### src/rtl/traffic_pkg.sv
// traffic_pkg: light codes, fault causes, monitor states and tick-count helper shared by the lamp monitor
package traffic_pkg;
  localparam logic [2:0] RED = 3'b100;
  localparam logic [2:0] YEL = 3'b010;
  localparam logic [2:0] GRN = 3'b001;
  localparam logic [2:0] FC_NONE = 3'd0;
  localparam logic [2:0] FC_ILLEGAL = 3'd1;
  localparam logic [2:0] FC_CONFLICT = 3'd2;
  localparam logic [2:0] FC_G2R = 3'd3;
  localparam logic [2:0] FC_SHORT_YEL = 3'd4;
  localparam logic [2:0] FC_WDOG = 3'd5;
  typedef enum logic [1:0] {INIT, RUN, FAULT, RECOVER} state_t;
  function automatic logic tick_done(input logic [7:0] cnt, input logic [7:0] lim);
    return ({1'b0, cnt} + 9'd1) >= {1'b0, lim};
  endfunction
endpackage

### src/rtl/lamp_channel_check.sv
// lamp_channel_check: per-approach one-hot, green-to-red and minimum-yellow checks
module lamp_channel_check
  import traffic_pkg::*;
#(
  parameter int MIN_YEL_TICKS = 2
) (
  input  logic       clk,
  input  logic       reset,
  input  logic       tick,
  input  logic       clr,
  input  logic [2:0] cur,
  input  logic [2:0] prev,
  output logic       illegal,
  output logic       g2r,
  output logic       short_yel,
  output logic       not_red
);
  logic [7:0] ycnt;
  logic       ok;
  logic       entry;
  assign entry = (cur == YEL) && (prev != YEL);
  // ok marks a yellow that began outside RUN, so its length is not judged
  always_ff @(posedge clk or posedge reset)
    if (reset) begin
      ycnt <= '0;
      ok <= 1'b0;
    end else if (clr) begin
      ycnt <= '0;
      ok <= 1'b1;
    end else if (entry) begin
      ycnt <= {7'd0, tick};
      ok <= 1'b0;
    end else if (cur == YEL && tick && ycnt != 8'hff) begin
      ycnt <= ycnt + 8'd1;
    end
  assign illegal = !$onehot(cur);
  assign g2r = (prev == GRN) && (cur == RED);
  assign short_yel = !ok && (prev == YEL) && (cur != YEL) && (ycnt < 8'(MIN_YEL_TICKS));
  assign not_red = cur != RED;
endmodule

### src/rtl/traffic_lamp_monitor.sv
// traffic_lamp_monitor: checks controller light codes, drives lamps, flashes red on faults; TRAFFIC_LAMP_MONITOR_WDOG_EN adds a stuck-input watchdog
module traffic_lamp_monitor
  import traffic_pkg::*;
#(
  parameter int INIT_TICKS    = 4,
  parameter int FLASH_TICKS   = 1,
  parameter int ALLRED_TICKS  = 3,
  parameter int MIN_YEL_TICKS = 2,
  parameter int WDOG_TICKS    = 32
) (
  input  logic       clk,
  input  logic       reset,
  input  logic       tick,
  input  logic [2:0] light_m1,
  input  logic [2:0] light_m2,
  input  logic [2:0] light_mT,
  input  logic [2:0] light_s,
  input  logic       fault_clr,
  output logic [2:0] lamp_m1,
  output logic [2:0] lamp_m2,
  output logic [2:0] lamp_mT,
  output logic [2:0] lamp_s,
  output logic       fault,
  output logic [2:0] fault_code
);
  state_t          state, state_d;
  logic [7:0]      cnt, cnt_d, cnt_inc;
  logic            phase, phase_d;
  logic [2:0]      code_d, hit_code;
  logic [3:0][2:0] in_codes, cur, prev, lamp, lamp_d;
  logic [3:0]      illegal, g2r, short_yel, not_red;
  logic            conflict, fault_hit, wdog_hit;
  assign in_codes = {light_s, light_mT, light_m2, light_m1};
  for (genvar i = 0; i < 4; i++) begin : g_ch
    lamp_channel_check #(.MIN_YEL_TICKS(MIN_YEL_TICKS)) u_chk (
      .clk(clk),
      .reset(reset),
      .tick(tick),
      .clr(state != RUN),
      .cur(cur[i]),
      .prev(prev[i]),
      .illegal(illegal[i]),
      .g2r(g2r[i]),
      .short_yel(short_yel[i]),
      .not_red(not_red[i])
    );
  end
`ifdef TRAFFIC_LAMP_MONITOR_WDOG_EN
  logic [7:0] wcnt;
  always_ff @(posedge clk or posedge reset)
    if (reset) wcnt <= '0;
    else if (state != RUN || cur != prev) wcnt <= '0;
    else if (tick && wcnt != 8'hff) wcnt <= wcnt + 8'd1;
  assign wdog_hit = wcnt >= 8'(WDOG_TICKS);
`else
  logic unused_wdog;
  assign unused_wdog = ^WDOG_TICKS;
  assign wdog_hit = 1'b0;
`endif
  assign conflict = (not_red[3] && |not_red[2:0]) || (not_red[1] && not_red[2]);
  assign hit_code = |illegal ? FC_ILLEGAL : conflict ? FC_CONFLICT : |g2r ? FC_G2R :
                    |short_yel ? FC_SHORT_YEL : wdog_hit ? FC_WDOG : FC_NONE;
  assign fault_hit = (state == RUN) && (hit_code != FC_NONE);
  assign cnt_inc = cnt + 8'd1;
  always_comb begin
    state_d = state;
    cnt_d = cnt;
    phase_d = phase;
    code_d = fault_code;
    case (state)
      INIT: if (tick) begin
        cnt_d = tick_done(cnt, 8'(INIT_TICKS)) ? 8'd0 : cnt_inc;
        state_d = tick_done(cnt, 8'(INIT_TICKS)) ? RUN : INIT;
      end
      RUN: if (fault_hit) begin
        state_d = FAULT;
        cnt_d = '0;
        phase_d = 1'b1;
        code_d = hit_code;
      end
      FAULT: if (fault_clr) begin
        state_d = RECOVER;
        cnt_d = '0;
      end else if (tick) begin
        cnt_d = tick_done(cnt, 8'(FLASH_TICKS)) ? 8'd0 : cnt_inc;
        phase_d = tick_done(cnt, 8'(FLASH_TICKS)) ? ~phase : phase;
      end
      RECOVER: if (tick) begin
        cnt_d = tick_done(cnt, 8'(ALLRED_TICKS)) ? 8'd0 : cnt_inc;
        state_d = tick_done(cnt, 8'(ALLRED_TICKS)) ? RUN : RECOVER;
        code_d = tick_done(cnt, 8'(ALLRED_TICKS)) ? FC_NONE : fault_code;
      end
      default: state_d = INIT;
    endcase
  end
  // cur is only shown once it has been checked in RUN, so no unchecked pattern reaches a lamp
  assign lamp_d = (state_d == FAULT) ? {4{phase_d, 2'b00}} :
                  (state == RUN && state_d == RUN) ? cur : {4{RED}};
  always_ff @(posedge clk or posedge reset)
    if (reset) begin
      state <= INIT;
      cnt <= '0;
      phase <= 1'b1;
      fault_code <= FC_NONE;
      cur <= {4{RED}};
      prev <= {4{RED}};
      lamp <= {4{RED}};
    end else begin
      state <= state_d;
      cnt <= cnt_d;
      phase <= phase_d;
      fault_code <= code_d;
      cur <= in_codes;
      prev <= cur;
      lamp <= lamp_d;
    end
  assign fault = (state == FAULT) || (state == RECOVER);
  assign {lamp_s, lamp_mT, lamp_m2, lamp_m1} = lamp;
endmodule

### config.mk
export PLATFORM = sky130hd
export DESIGN_NAME = traffic_lamp_monitor
export DESIGN_NICKNAME = d
export VERILOG_FILES = /design/src/rtl/traffic_pkg.sv /design/src/rtl/lamp_channel_check.sv /design/src/rtl/traffic_lamp_monitor.sv
export SDC_FILE = /design/constraint.sdc
export NUM_CORES = 1
export LEC_CHECK = 0
export BUFFER_PORTS_ARGS = -buffer_cell sky130_fd_sc_hd__buf_2
export CAP_MARGIN = 20
export CORE_MARGIN = 2
export CORE_UTILIZATION = 60
export CTS_CLUSTER_SIZE = 14
export DETAILED_ROUTE_END_ITERATION = 7
export PLACE_DENSITY = 0.91
export SYNTH_ARGS = -nofsm -noshare
export SYNTH_HDL_FRONTEND = slang
export SYNTH_HIERARCHICAL = 1
export SYNTH_SLANG_ARGS = --single-unit
### constraint.sdc
create_clock -name clk -period 3.2 [get_ports clk]
set_input_delay 0.96 -clock clk [delete_from_list [all_inputs] [get_ports clk]]
set_output_delay 0.96 -clock clk [all_outputs]
set_load 0.005 [all_outputs]
After elaboration in Yosys (flattened, before gate mapping)
Index checks and enable logic that the tools add are counted.
{ "classes": {"add_sub_neg": 14, "mul": 0, "div": 0, "magnitude_cmp": 7, "n_eq_ne": 47, "shifts": 0, "mux": 51, "bitwise_logic": 1, "n_reduce_logical": 59} }
{ "op_table": {"columns": ["cell", "count"], "rows": [
  ["8-bit two-way mux", 20],
  ["8-bit by 1-bit adder with 8-bit output, second input constant", 5],
  ["1-bit logical AND", 32],
  ["8-bit by 2-bit less-than comparator with 1-bit output, second input constant", 4],
  ["8-bit inequality test, second input constant", 4],
  ["8-bit case mux with 4 select lines", 1],
  ["3-bit by 2-bit == test with 1-bit output, second input constant", 8],
  ["12-bit two-way mux", 2],
  ["3-bit by 2-bit inequality test with 1-bit output, second input constant", 8],
  ["3-bit two-way mux", 7],
  ["3-bit inequality test, second input constant", 5],
  ["3-bit nonzero test", 5],
  ["1-bit two-way mux", 13],
  ["2-bit by 1-bit == test with 1-bit output, second input constant", 6],
  ["3-bit by 1-bit == test with 1-bit output, second input constant", 4],
  ["3-bit == test, second input constant", 4],
  ["4-bit OR reduction", 3],
  ["2-bit two-way mux", 5],
  ["2-bit nonzero test", 5],
  ["8-bit by 1-bit adder with 9-bit output, second input constant", 1],
  ["9-bit by 1-bit >= comparator with 1-bit output, second input constant", 1],
  ["9-bit by 2-bit >= comparator with 1-bit output, second input constant", 1],
  ["9-bit by 3-bit >= comparator with 1-bit output, second input constant", 1],
  ["1-bit by 1-bit adder with 2-bit output", 4],
  ["13 further kinds", 30]
]} }
{ "word_totals": {"register_bits": 86, "latchBits": 0, "ram_bits": 0, "mem_bits_ro": 0, "input_bits": 16, "output_inout_bits": 16, "wordCells": 203, "mem_count": 0} }

Longest topological paths before layout
Gate-level depths: netlist of run 1.
{ "depth": {"ltp_word": 17, "mapped_depth": 10, "depth_no_buf": 9} }

Hierarchy
The synthesis of run 1 kept the hierarchy.
{ "modules_own_cells": {"columns": ["module", "instances", "cells_each", "area_per_inst_um2", "seq_area_each_um2"], "rows": [
  ["traffic_lamp_monitor", 1, 158, 2019.4, 1267.5],
  ["lamp_channel_check (g_ch[1].u_chk ...)", 3, 68, 624.3, 225.2],
  ["lamp_channel_check (g_ch[0].u_chk)", 1, 61, 606.8, 225.2]
]} }

Least setup slack after synthesis of run 1
No wires, ideal clock.
{ "synth_timing": {"kind": "register to register", "start": "register cur[5] in the netlist's numbering", "end": "register lamp (netlist bit lamp_m2[0])", "setup_time_ns": 0.066, "arrival_time_ns": 2.560, "t_required_ns": 3.134, "slack_ns": 0.575, "stages_incl_launch_ff": 11, "n_path_buf": 1, "synth_period_minus_slack_ns": 2.625, "cell_sequence": "dfstp_2 > inv_1 > fa_1 > nand2b_1 > nor4_1 > o2111a_2 > a31oi_1 > a311oi_2 > and3_1 > buf_6 > and2_1"} }
{ "synth_lines": {"columns": ["item", "line_no", "source"], "rows": [
  ["from (decl)", "traffic_lamp_monitor.sv:30", "logic [3:0][2:0] in_codes, cur, prev, lamp, lamp_d;"],
  ["from (signal assigned)", "traffic_lamp_monitor.sv:105", "cur <= {4{RED}};"],
  ["from (signal assigned)", "traffic_lamp_monitor.sv:113", "cur <= in_codes;"],
  ["to (signal assigned)", "traffic_lamp_monitor.sv:107", "lamp <= {4{RED}};"],
  ["to (signal assigned)", "traffic_lamp_monitor.sv:115", "lamp <= lamp_d;"],
  ["to (decl)", "traffic_lamp_monitor.sv:30", null]
]} }

==> results of run 1 <==
path summary, 6_finish.rpt:
path,cells after the start,start,slack (ps),to
hold reg to reg,0,cur[2],400,prev[2]
max in group asynchronous,3,reset,2090,cur[8]
hold / removal,0,cur[2],400,prev[2]
setup / recovery,9,cur[5],150,lamp_mT[1]
setup reg to reg,9,cur[5],150,lamp_mT[1]
min in group asynchronous,2,reset,570,prev[10]
cell families after synthesis:
kind of cell	synth area share [%]
and+or+nand+nor	24.03
xor gates and xnor gates	3.309
AOI/OAI and AO/OA	13.74
muxes	1.557
adders and majority gates	5.117
buffers and inverters	4.060
DFF	48.19
state kept, by name, summed over array words and instances (netlist names):
| register | cells |
|---|---|
| fault_code | 3 |
| lamp_mT | 3 |
| cur | 12 |
| g_ch.u_chk/ok | 4 |
| lamp_s | 3 |
| phase | 1 |
| cnt | 8 |
| lamp_m2 | 3 |
| lamp_m1 | 3 |
| g_ch.u_chk/ycnt | 32 |
| prev | 12 |
| state | 2 |
power groups by stage:
stage | logic (mW) | clock network [mW] | registers (mW)
CTS | 0.758 | 0.676 | 1.29
global placement | 0.720 | 0 | 1.30
detailed placement | 0.753 | 0 | 1.31
finish | 0.777 | 0.660 | 1.29
global route | 0.867 | 0.722 | 1.30
floorplan | 0.554 | 0 | 1.29
worst register-to-register path, cell delays in order, from the launching register on:
cell,delay [ps]
dfstp_2,580
inv_1,70
fa_1,420
nand2b_1,170
nor4_1,380
o2111a_2,340
a31oi_1,120
a311oi_2,370
and3_2,380
and2_1,170
layout make-up:
type,instances,area (um2)
Timing Repair Buffer,37,212.7
Sequential cell,86,2168
Tap cell,99,123.9
Fill cell,539,2292
Clock buffer,13,148.9
Multi-Input combinational cell,291,2156
Inverter,37,138.9
Clock inverter,2,12.51
per-layer routing:
layer  part of all wire [%]  wire [um]
met1                     42       3994
met2                     51       4809
met3                    4.8        454
met4                    1.5        140
met5                      0          0
metrics by stage:
| step | power (mW) | util [%] | hold slack, ps |
|---|---|---|---|
| 6_report | 2.724 | 68.40 | 399.2 |
| 5_1_grt | 2.890 | 68.40 | 412.5 |
| 4_1_cts | 2.720 | 68.02 | 398.4 |
| 3_5_place_dp | 2.059 | 65.79 | 390.1 |
| 3_3_place_gp | 2.021 | 65.79 | 381.6 |
| 2_1_floorplan | 1.843 | - | 378.2 |
cell usage after synthesis (3+ instances only):
cell        n
mux2i_1     7
or3b_4      3
and3_1      8
nand4bb_1   3
inv_1      37
nor4b_1     5
and4bb_2    3
fa_1        4
nand2b_1   10
or3_1       6
nor3b_2     3
a31oi_1     7
a2111oi_0   4
a21oi_1    18
and4_1      3
nand3_1    11
nor2_1     37
o21ai_0    13
xnor2_1    10
and4_2      3
ha_1       12
nand2_1    21
a211oi_1    7
o211ai_1    5
a22o_2      3
nor4_1     10
or4b_1      3
nor2b_1    10
nor3_1      4
nand4_1     7
dfrtp_1    73
dfstp_2    13
or2_2       3
clkbuf_1    6
and2_1      9
a2111oi_2   3
xor2_1      7
==> results_dict.tcl, run 1 <==
set metrics [dict create \
    run_status "finished, final reports clean" \
    fin_crit_ps 3045 \
    syn_area_um2 4499 \
    busiest_layer "met2" \
    synth_largest_area_cell "dfrtp_1" \
    p_int_mw 1.821 \
    clock-sinks 86 \
    max_stage_delay_ps 580 \
    start_util_pct 62.03 \
    slew_headroom_pct 52.82 \
    gr-usage-met1_pct 31.15 \
    maxSlewViolCount 0 \
    grt_pass1_wl_mm 15.74 \
    worst_setup_path_start_kind "flip-flop" \
    powerDensity_nw_per_um2 549.1 \
    worst_path_max_delay_cell "dfstp_2" \
    die_w_um 90.60 \
    nNetsFinal 494 \
    cts_hold_buf 0 \
    ant_nets 0 \
    totalNegativeSetupSlack_ps 0 \
    io_buffers 31 \
    p_leak_nw 2.141 \
    cts_tree "done" \
    final_cell_mix "73 x dfrtp_1, 37 x nor2_1, 36 x inv_1" \
    fmax_ghz 0.3284 \
    crit_type "reg -> reg" \
    seq_power_share_pct 47.2 \
    ys_seq_area_share_pct 48.19 \
    cts_buffers 9 \
    netlist_instances 423 \
    crit_fanout 12 \
    setup_viol_count_final 0 \
    synth_top_area_share_pct 40.60 \
    synth_edf_count 0 \
    core_region_area_um2 7253 \
    period_share_pct 95.17 \
    clock_power_share_pct 24.2 \
    final_common_cell "dfrtp_1" \
    place_hpwl_mm 6.816 \
    syn_avg_cell_area_um2 10.64 \
    yosys_warnings 6 \
    grt_pass1_vias 3400 \
    p_sw_mw 0.9036 \
    cts_resized 0 \
    crit_chain "inv_1 > fa_1 > nand2b_1 > nor4_1 > o2111a_2 > a31oi_1 > a311oi_2 > and3_2 > and2_1" \
    combPwrFrac_pct 28.5 \
    crit_family "simple AND/OR/NAND/NOR gates" \
    ios 32 \
    dp_slack_ps 102.5 \
    finalHoldViolations 0 \
    peakVddDrop_uv 256.7 \
    finalClockSkew_ps 12.65 \
    clk_latency_ps 350 \
    grt_overflow 0 \
    min_path_type "reg -> reg" \
    design_area_um2 4961 \
    first_iter_violations 205 \
    grt_usage_pct 24.15 \
    antenna_cells 0 \
    arrival_ps 3330 \
    h-tree-depth 3 \
    required_ps 3490 \
    die_y_um 90.60 \
    placed_area_um2 4772 \
    gp_congestion 0.9262 \
    synth_cell_types 63 \
    ys_async_sr_fraction_pct 100.0 \
    core.rowCount 31 \
    path_buf_inv 1 \
    setup_ws_ps 154.7 \
    clkTransAtPathRegs_ps 80 \
    p_sw_share_pct 33.17 \
    die-area_um2 8207 \
    antenna_found_initial 0 \
    clockRootBuffer "clkbuf_8" \
    place_inst 549 \
    grt_max_degree 51 \
    endpoint_kind "flip-flop" \
    cap_violations 0 \
    wire_per_inst_um 16.64 \
    syn_nets 455 \
    grt.met3_usage_pct 3.756 \
    rsz0062_at_grt "no" \
    cts_buffer_depth 2 \
    final_cells 565 \
    syn_to_final_growth_pct 10.26 \
    synth_top_flop_cell "dfrtp_1" \
    dr_total_vias 3443 \
    cts_setup_buffers 0 \
    synth-seq-cells 86 \
    worst_slew_pin_slew_ps 697.8 \
    synth_area_leaders "dfrtp_1 41%, dfstp_2 7.6%, ha_1 3.3%" \
    use_met2_pct 40.36 \
    drc_errors 0 \
    drt-vias-per-instance 6.094 \
    wl_mm 9.399 \
    dr.pass1.iters 5 \
    drive_above_1_share_pct 21.24 \
]
No activity file was read; power rests on OpenSTA's default activity.
==> run 2: changes to the inputs <==
- ABC_AREA: default -> 1
- CORE_UTILIZATION: 60 -> 40
- PLACE_DENSITY: 0.91 -> 0.68
==> run 2 against run 1 <==
Compared with the run above: largest power group unchanged; via count is 17% higher; flip-flop and latch count stayed put; critical endpoint is now lamp_s[1]; worst setup slack better by 490 ps; design area increased by 17%; clock skew fell by 4.8 ps; maximum frequency grew 19%; routed wire length increased by 9.8%; first-iteration DRC count shrank 3.4%.
==> results_dict.tcl, run 2 <==
set metrics [dict create \
    worst_path_max_delay_cell "dfstp_2" \
    synth_xor_area_share_pct 0 \
    synth_area_leaders "dfrtp_1 36%, nand2_1 11%, inv_1 8.3%" \
    ys_seq_area_share_pct 42.56 \
    core.rowCount 41 \
    final_common_cell "nand2_1" \
    synth-seq-cells 86 \
    cts_hold_buf 0 \
    antenna_found_initial 0 \
    placed_area_um2 5482 \
    slew_headroom_pct 60.62 \
    powerDensity_nw_per_um2 603.0 \
    synth_common_cells "155 x nand2_1, 113 x inv_1, 86 x nor2_1" \
    place_hpwl_mm 7.935 \
    syn_nets 687 \
    synth_adder_area_share_pct 4.519 \
    top_register "g_ch.u_chk/ycnt" \
    ys_async_sr_fraction_pct 100.0 \
    cap_violations 0 \
    die-area_um2 13660 \
    clk_latency_ps 340 \
    clock-sinks 86 \
    p_leak_nw 2.991 \
    fin_crit_ps 2560 \
    finalClockSkew_ps 7.848 \
    totalNegativeSetupSlack_ps 0 \
    nNetsFinal 729 \
    crit_family "simple AND/OR/NAND/NOR gates" \
    arrival_ps 2820 \
    maxSlewViolCount 0 \
    drt-vias-per-instance 4.591 \
    cts_resized 0 \
    yosys_warnings 6 \
    grt_max_degree 27 \
    start_util_pct 40.70 \
    drive_above_1_share_pct 19.52 \
    wl_mm 10.32 \
    gp_congestion 0.8217 \
    path_buf_inv 2 \
    clockRootBuffer "clkbuf_16" \
    synth_largest_area_cell "dfrtp_1" \
    period_share_pct 79.99 \
    final_cell_mix "155 x nand2_1, 112 x inv_1, 86 x nor2_1" \
    synth_cell_types 34 \
    cts_buffer_depth 2 \
    grt_pass1_wl_mm 18.13 \
    cts_setup_buffers 0 \
    max_stage_delay_ps 570 \
    setup_ws_ps 640.3 \
    io_buffers 31 \
    grt_usage_pct 17.13 \
    first_iter_violations 198 \
    worst_setup_path_start_kind "flip-flop" \
    worst_slew_pin_slew_ps 590.0 \
    finalHoldViolations 0 \
    synth_edf_count 0 \
    syn_area_um2 5095 \
    post-route-util_pct 46.48 \
    die_w_um 116.9 \
    synthMuxAreaShare_pct 0 \
    netlist_instances 655 \
    ios 32 \
    rsz0062_at_grt "no" \
    wire_per_inst_um 11.80 \
    crit_chain "inv_2 > fa_1 > inv_1 > nand2_1 > nor2_1 > nand2_1 > nor3_2 > nand2_1 > a21oi_1 > nand2_1 > nand2_4 > nand3_2 > nor2_1" \
    synth_top_family_by_area "simple AND/OR/NAND/NOR gates" \
    cts_tree "done" \
    syn_to_final_growth_pct 14.19 \
    crit_fanout 8 \
    dp_slack_ps 649.7 \
    crit_type "reg -> reg" \
    clkTransAtPathRegs_ps 60 \
    peakVddDrop_uv 390.2 \
    cts_buffers 9 \
    drc_errors 0 \
    cp_common_cell "nand2_1" \
    die_y_um 116.9 \
    largest_reg_flops 32 \
    required_ps 3460 \
    synth_compound_gate_area_share_pct 4.175 \
    synth_top_flop_cell "dfrtp_1" \
    dr.pass1.iters 4 \
    setup_viol_count_final 0 \
    endpoint_kind "flip-flop" \
    run_status "finished, final reports clean" \
    core_region_area_um2 12520 \
    ant_nets 0 \
    grt_overflow 0 \
    fmax_ghz 0.3907 \
    min_path_type "reg -> reg" \
    grt_pass1_vias 3810 \
    h-tree-depth 3 \
    reg.largest.list "g_ch.u_chk/ycnt: 32 flops, cur: 12 flops, prev: 12 flops" \
    fin_total_pwr_mw 3.508 \
    synth_most_common_cell "nand2_1" \
    design_area_um2 5818 \
    syn_avg_cell_area_um2 7.778 \
    dr_total_vias 4017 \
    synth_top_area_share_pct 35.85 \
    fillers 1284 \
    synth-simple-area-share_pct 39.17 \
]
-- run 2: cell count changes in the layout (fill, tap and decap cells not counted), sizes merged, moves of 8 or more --
cell / previous run / this run
nand2: 21 / 171
inv: 37 / 126
nand3: 11 / 85
nor2: 37 / 103
nand2b: 10 / 0
nand4: 8 / 18
nor2b: 10 / 0
xnor2: 10 / 0
and2: 9 / 1
and3: 8 / 0
-- run 2: per-layer routing --
layer	vias to the layer above	part of all wire (%)	track usage (%)
met5	-	0	0
met4	0	1.3	5.569
met3	11	3.7	4.068
met2	41	47	27.55
met1	1837	48	22.99
li1	2128	-	-
-- run 2: final timing paths --
path                               from                     to  slack, ps  cells after the start
min in group asynchronous         reset  g_ch[2].u_chk/ycnt[2]        670                      2
worst max-delay path            cur[11]              lamp_s[1]        640                     13
worst max register to register  cur[11]              lamp_s[1]        640                     13
max in group asynchronous         reset                 cur[8]       1880                      3
worst min-delay path             cur[8]                prev[8]        390                      0
worst min register to register   cur[8]                prev[8]        390                      0
-- run 2: cells by family after synthesis --
group | after synthesis
buffers and inverters | 130
DFF | 86
adders and majority gates | 16
and+or+nand+nor | 393
AOI/OAI and AO/OA | 30
-- run 2: layout make-up --
cell class,instances,area (um2),area share (%)
clock buffers,11,252.7,4.344
flip-flops and latches,86,2168,37.27
multi-input cells,439,2439,41.91
repair buffers,32,175.2,3.011
clock inverters,5,81.33,1.398
well taps,172,215.2,3.699
inverters,129,484.2,8.323
diodes,1,2.502,0.04301
-- run 2: per-stage QoR --
step / instances / hold slack (ps)
5_1_grt: 874 / 403.4
3_3_place_gp: 858 / 383.3
2_1_floorplan: 655 / 379.8
6_report: 875 / 395.0
4_1_cts: 874 / 396.4
3_5_place_dp: 858 / 384.7
-- run 2: power by group --
part / leakage [nW] / switching, mW / internal [mW]
clock network: 0.162 / 0.429 / 0.726
registers: 1.09 / 0.0933 / 1.24
logic: 1.74 / 0.684 / 0.332
total: 2.99 / 1.21 / 2.30
